==> config.mk <==
export PLATFORM = sky130hd
export DESIGN_NAME = neural_layer_seq_flat
export DESIGN_NICKNAME = d
export VERILOG_FILES = /design/src/rtl/neural_layer_if.sv /design/src/rtl/neural_layer_seq.sv /design/src/flat_wrapper.sv
export SDC_FILE = /design/constraint.sdc
export NUM_CORES = 1
export LEC_CHECK = 0
export CORE_UTILIZATION = 56
export CTS_BUF_LIST = sky130_fd_sc_hd__clkbuf_8
export CTS_CLUSTER_SIZE = 14
export DETAILED_ROUTE_END_ITERATION = 7
export DONT_BUFFER_PORTS = 1
export MAX_ROUTING_LAYER = met4
export PLACE_DENSITY_LB_ADDON = 0.08
export SETUP_SLACK_MARGIN = 0.5
export SLEW_MARGIN = 30
export SYNTH_ARGS = -nofsm -noshare
export SYNTH_HDL_FRONTEND = slang
export SYNTH_SLANG_ARGS = --single-unit
==> constraint.sdc <==
create_clock -name clk -period 15.2 [get_ports clk]
set_clock_uncertainty 0.05 [all_clocks]
set_input_delay 3.8 -clock clk [delete_from_list [all_inputs] [get_ports clk]]
set_output_delay 3.8 -clock clk [all_outputs]
set_load 0.05 [all_outputs]
==> src/rtl/neural_layer_if.sv <==
// neural_layer_if: load, control and status bus of the sequential neural layer
interface neural_layer_if #(parameter int DW = 8, parameter int N_NEU = 4);
  logic data_valid;
  logic [DW-1:0] data_in;
  logic changes;
  logic keep_params;
  logic act_mode;
  logic busy;
  logic done;
  logic err;
  logic [N_NEU*DW-1:0] network_outputs;
  modport master (output data_valid, data_in, changes, keep_params, act_mode,
                  input busy, done, err, network_outputs);
  modport slave (input data_valid, data_in, changes, keep_params, act_mode,
                 output busy, done, err, network_outputs);
endinterface

==> src/rtl/neural_layer_seq.sv <==
// neural_layer_seq: byte-serially loaded fully-connected layer, one shared MAC per cycle
module neural_layer_seq #(
  parameter int N_IN = 4,
  parameter int N_NEU = 4,
  parameter int DW = 8,
  parameter int SHIFT = 0,
  parameter int ACC_W = 2*DW + $clog2(N_IN+1)
) (
  input logic clk,
  input logic reset,
  neural_layer_if.slave bus
);
  typedef enum logic [1:0] {LOAD_X, LOAD_P, COMPUTE} state_t;
  localparam int PP = N_NEU*(N_IN+2);
  localparam int CW = $clog2(PP+1);
  localparam int IW = $clog2(N_IN+1);
  localparam int KW = $clog2(N_NEU+1);
  localparam int PW = $clog2(N_IN+2);
  localparam logic [ACC_W-1:0] SAT = {{(ACC_W-DW){1'b0}}, {DW{1'b1}}};
  state_t state;
  logic [CW-1:0] cnt, cnt_n, exp_n;
  logic ovf, ovf_n, take, good, pvalid, mode, busy, done, err;
  logic [PW-1:0] pos;
  logic [KW-1:0] nrn, ck;
  logic [IW-1:0] idx;
  logic [N_IN*DW-1:0] xv;
  logic [N_NEU*N_IN*DW-1:0] wv;
  logic [N_NEU*DW-1:0] bv, tv, stage, stage_n, outs;
  logic [ACC_W-1:0] acc, acc_n, thx, diff;
  logic [2*DW-1:0] prod;
  logic [DW-1:0] act;
  int lk, lp, ci, mi;
  assign bus.busy = busy;
  assign bus.done = done;
  assign bus.err = err;
  assign bus.network_outputs = outs;
  always_comb begin
    exp_n = state == LOAD_X ? CW'(N_IN) : CW'(PP);
    take = bus.data_valid && cnt != exp_n;
    cnt_n = cnt + CW'(take);
    ovf_n = ovf | (bus.data_valid & ~take);
    good = cnt_n == exp_n && !ovf_n;
    lk = N_NEU - 1 - int'(nrn);
    lp = int'(pos);
    ci = int'(ck);
    mi = int'(idx) == N_IN ? 0 : int'(idx);
    prod = wv[(ci*N_IN + mi)*DW +: DW] * xv[mi*DW +: DW];
    acc_n = (idx == '0 ? ACC_W'(bv[ci*DW +: DW]) : acc) + ACC_W'(prod);
    thx = ACC_W'(tv[ci*DW +: DW]);
    diff = (acc - thx) >> SHIFT;
    act = !(acc > thx) ? '0 : !mode ? DW'(1) : diff > SAT ? '1 : diff[DW-1:0];
    stage_n = stage;
    stage_n[ci*DW +: DW] = act;
  end
  always_ff @(posedge clk) begin
    if (reset) begin
      state <= LOAD_X;
      cnt <= '0;
      ovf <= 1'b0;
      pvalid <= 1'b0;
      mode <= 1'b0;
      pos <= '0;
      nrn <= '0;
      ck <= '0;
      idx <= '0;
      xv <= '0;
      wv <= '0;
      bv <= '0;
      tv <= '0;
      acc <= '0;
      stage <= '0;
      outs <= '0;
      busy <= 1'b0;
      done <= 1'b0;
      err <= 1'b0;
    end else begin
      done <= 1'b0;
      err <= 1'b0;
      case (state)
        COMPUTE: begin
          if (int'(idx) == N_IN) begin
            stage <= stage_n;
            idx <= '0;
            ck <= ck + 1'b1;
            if (ci == N_NEU-1) begin
              outs <= stage_n;
              done <= 1'b1;
              busy <= 1'b0;
              ck <= '0;
              state <= LOAD_X;
            end
          end else begin
            acc <= acc_n;
            idx <= idx + 1'b1;
          end
        end
        default: begin
          cnt <= cnt_n;
          ovf <= ovf_n;
          if (take && state == LOAD_X) xv[(N_IN-1-int'(cnt))*DW +: DW] <= bus.data_in;
          // parameter stream per neuron: th, b, then weights highest input first
          if (take && state == LOAD_P) begin
            if (lp == 0) tv[lk*DW +: DW] <= bus.data_in;
            else if (lp == 1) bv[lk*DW +: DW] <= bus.data_in;
            else wv[(lk*N_IN + N_IN + 1 - lp)*DW +: DW] <= bus.data_in;
            pos <= lp == N_IN+1 ? '0 : pos + 1'b1;
            nrn <= lp == N_IN+1 ? nrn + 1'b1 : nrn;
          end
          if (bus.changes) begin
            cnt <= '0;
            ovf <= 1'b0;
            pos <= '0;
            nrn <= '0;
            if (!good || (state == LOAD_X && bus.keep_params && !pvalid)) err <= 1'b1;
            else if (state == LOAD_X && !bus.keep_params) state <= LOAD_P;
            else begin
              state <= COMPUTE;
              busy <= 1'b1;
              pvalid <= 1'b1;
              mode <= bus.act_mode;
              ck <= '0;
              idx <= '0;
            end
          end
        end
      endcase
    end
  end
endmodule

==> src/flat_wrapper.sv <==
// flat-port wrapper written by rule: the top's interface ports become plain ports
module neural_layer_seq_flat 
#(
  parameter int N_IN = 4,
  parameter int N_NEU = 4,
  parameter int DW = 8,
  parameter int SHIFT = 0,
  parameter int ACC_W = 2*DW + $clog2(N_IN+1)
)
  (clk, reset, bus_data_valid, bus_data_in, bus_changes, bus_keep_params, bus_act_mode, bus_busy, bus_done, bus_err, bus_network_outputs);
  neural_layer_if #(.DW(DW), .N_NEU(N_NEU)) bus_i ();
  input logic clk;
  input logic reset;
  input wire logic [$bits(bus_i.data_valid)-1:0] bus_data_valid;
  input wire logic [$bits(bus_i.data_in)-1:0] bus_data_in;
  input wire logic [$bits(bus_i.changes)-1:0] bus_changes;
  input wire logic [$bits(bus_i.keep_params)-1:0] bus_keep_params;
  input wire logic [$bits(bus_i.act_mode)-1:0] bus_act_mode;
  output wire logic [$bits(bus_i.busy)-1:0] bus_busy;
  output wire logic [$bits(bus_i.done)-1:0] bus_done;
  output wire logic [$bits(bus_i.err)-1:0] bus_err;
  output wire logic [$bits(bus_i.network_outputs)-1:0] bus_network_outputs;
  assign bus_i.data_valid = bus_data_valid;
  assign bus_i.data_in = bus_data_in;
  assign bus_i.changes = bus_changes;
  assign bus_i.keep_params = bus_keep_params;
  assign bus_i.act_mode = bus_act_mode;
  assign bus_busy = bus_i.busy;
  assign bus_done = bus_i.done;
  assign bus_err = bus_i.err;
  assign bus_network_outputs = bus_i.network_outputs;
  neural_layer_seq #(.N_IN(N_IN), .N_NEU(N_NEU), .DW(DW), .SHIFT(SHIFT), .ACC_W(ACC_W)) u_core (.clk(clk), .reset(reset), .bus(bus_i));
endmodule
==> impl_metrics.ini <==
[run_status]
outcome = finished, final reports clean

[power_and_ir_drop]
power_density_nw_per_um2 = 85.0
p_switching_uw = 449
p_int_mw = 1.34
clkPwrFrac_pct = 45.3
switching_share_pct = 25.1
p_total_mw = 1.79
p_leak_nw = 8.38
comb_power_share_pct = 5.7
irDropWorstVdd_uv = 66.5
seqPwrFrac_pct = 48.9

[finish]
fin_util_pct = 61.1
fin_nets = 2322
stdcell_count = 2656
final_area_um2 = 21100
antenna-diode-count = 0
regArea_um2 = 6650
drive_above_1_share_pct = 8.63
multi_input_area_um2 = 12200
synthToLayoutAreaGrowth_pct = 7.30
fillers = 3068

[yosys]
yosys_warnings = 0
netlist_area_um2 = 19700
syn_inst = 2208
syn_nets = 2365
synthDistinctLibCells = 78
synth_edf_count = 0
yosys_register_bits = 332
ys_seq_area_share_pct = 33.8
async_flop_share_pct = 0
ys.flop_type = dfxtp_1
syn_avg_cell_area_um2 = 8.91

[worst_setup_path]
critPathCaptureType = flip-flop
arrival_ps = 8800
reg2reg_slack_ps = 6930
cp_num_buf_inv = 6
slowest_stage = ha_1
setup.worst_path.start_class = flip-flop
worstPathRequired_ps = 15730
critPathTopFamily = adder cells
critPathKind = reg -> reg
reg2reg_depth = 28
max_stage_delay_ps = 780
critPathMostFrequentCell = inv_1
reg2reg_to = u_core.acc[13]
worstPathMaxFanout = 16
path_depth = 28
reg2reg_from = u_core.idx[0]

[global_routing]
grt_first_pass_wirelength_mm = 87.3
grtUsageTotal_pct = 31.9
grt_max_degree = 195
grt_overflow = 0
antenna_found_initial = 1
grt_pass1_vias = 15700

[worst_hold_path]
hold_depth = 2
holdPathEnd = u_core.stage[4]
hold_path_class = reg -> reg
hp-start = u_core.stage[4]

[clock_tree]
h-tree-depth = 2
cts.sinks = 332
cts_setup_buffers = 0
insertion_delay_ps = 660
ctsResizeCount = 0
clock-root-buffer = clkbuf_8
clk_pin_slew_ps = 60
cts_hold_buf = 0
cts_tree = yes
cts_made_buffers = 55
clk_path_buf_depth = 3

[routing]
drt_first_iter_violations = 1008
avgRoutedWirePerCell_um = 20.7
wl_mm = 54.9
avgViaCountPerCell = 6.03
ant_nets = 0
post-route-drc-count = 0
dr.pass1.iters = 5
via_count = 16000

[sta]
holdWs_ps = 402
setup_violations = 0
min_period_over_period_pct = 54.4
max_freq_mhz = 121
finalMaxSlewViolations = 0
finalHoldViolations = 0
setup_tns_ps = 0
tightest_slew_ps = 1010
worst_slack_ps = 6930
slew_headroom_pct = 32.0
min_period_ps = 8270
rsz0062_at_grt = false

[floorplan]
die-area_um2 = 35900
rows = 68
core_region_area_um2 = 34500
fp.dieW_um = 189
io_pins = 49
initial_core_util_pct = 56.9
dieHeight_um = 189

[placement]
dp_hpwl_mm = 39.2
place.gp.congestion = 0.916
portBuffers = 0
place_inst = 2562
placed_cell_area_um2 = 19900
dp_slack_ps = 7070

[job]
cap_violations = 0
[power by group through the flow]
stage / clock (mW) / combinational (mW) / sequential (mW)
after floorplan: 0 / 0.0866 / 0.895
after global placement: 0 / 0.0972 / 0.896
after detailed placement: 0 / 0.100 / 0.896
after CTS: 0.826 / 0.101 / 0.877
after global routing: 0.867 / 0.111 / 0.877
final: 0.813 / 0.103 / 0.878
[worst reg2reg max path, delay by kind of cell, from the launching register on]
kind / cells / cell delay, ps
compound gates: 6 / 1150
fa+ha+maj: 8 / 3540
buf+inv: 6 / 760
flops: 1 / 430
mux: 2 / 760
simple gates: 6 / 1510
[cell families (layout without fill, tap and decap cells)]
group	after synthesis	after routing	share of synthesized area, %
and+or+nand+nor	880	880	21.3
DFF	332	332	33.8
muxes	296	296	17.2
AOI/OAI and AO/OA	291	291	10.1
buffers and inverters	224	217	4.51
adders and majority gates	143	143	11.1
xor gates and xnor gates	42	42	2.08
[per-layer routing]
layer  GRT usage [%]  vias to the layer above  wire [um]
met2            50.9                      458      25400
met4            12.8                        0       2200
met3            4.78                      120       2830
met5               -                        -          0
li1                -                     7672          -
met1            40.5                     7763      24600
[cells in the final DEF (no fill, tap or decap), drive strengths merged, types with 58 or more instances in the layout]
cell type  netlist  routed
o21ai           58      58
clkbuf          89      69
nor2           263     263
mux2i          258     258
ha              91      91
a21oi           61      61
dfxtp          332     332
nand2          308     308
inv            106     120
nand3           63      63
[cell type report]
type	instances	share of cell area (%)
inverter	107	1.91
tap	455	2.70
clock inverter	24	0.818
timing repair buffer	17	0.605
sequential	332	31.5
multi-input combinational	1652	58.0
clock buffer	69	4.50
[cell usage after synthesis (all sizes together), types with 39 or more instances]
library cell,number,share of area (%)
and2,40,1.3
mux2i,258,13
a21oi,61,1.6
clkbuf,89,1.7
fa,52,5.3
o21ai,58,1.5
ha,91,5.8
nor2,263,5.0
o22ai,39,1.2
nand2,308,5.9
nand3,63,1.6
dfxtp,332,34
nor3,44,1.2
inv,106,2.0
[flip-flops by register name (all words and copies together), names as in the netlist, 5 cells and up]
name and cells:
u_core.tv 32, u_core.stage 32, u_core.wv 128, u_core.acc 19
u_core.cnt 5, u_core.bv 32, u_core.xv 32, u_core.bus.network_outputs 32
[how the worst max path moves through the flow]
stage	start	end	slack (ps)
after floorplan	u_core.idx[0]	u_core.acc[13]	7710
after global routing	u_core.idx[0]	u_core.acc[13]	6420
final	u_core.idx[0]	u_core.acc[13]	6930
after global placement	u_core.idx[0]	u_core.acc[13]	7170
after detailed placement	u_core.idx[0]	u_core.acc[13]	7070
after CTS	u_core.idx[0]	u_core.acc[13]	7040
(Power assumes the default switching activity.)
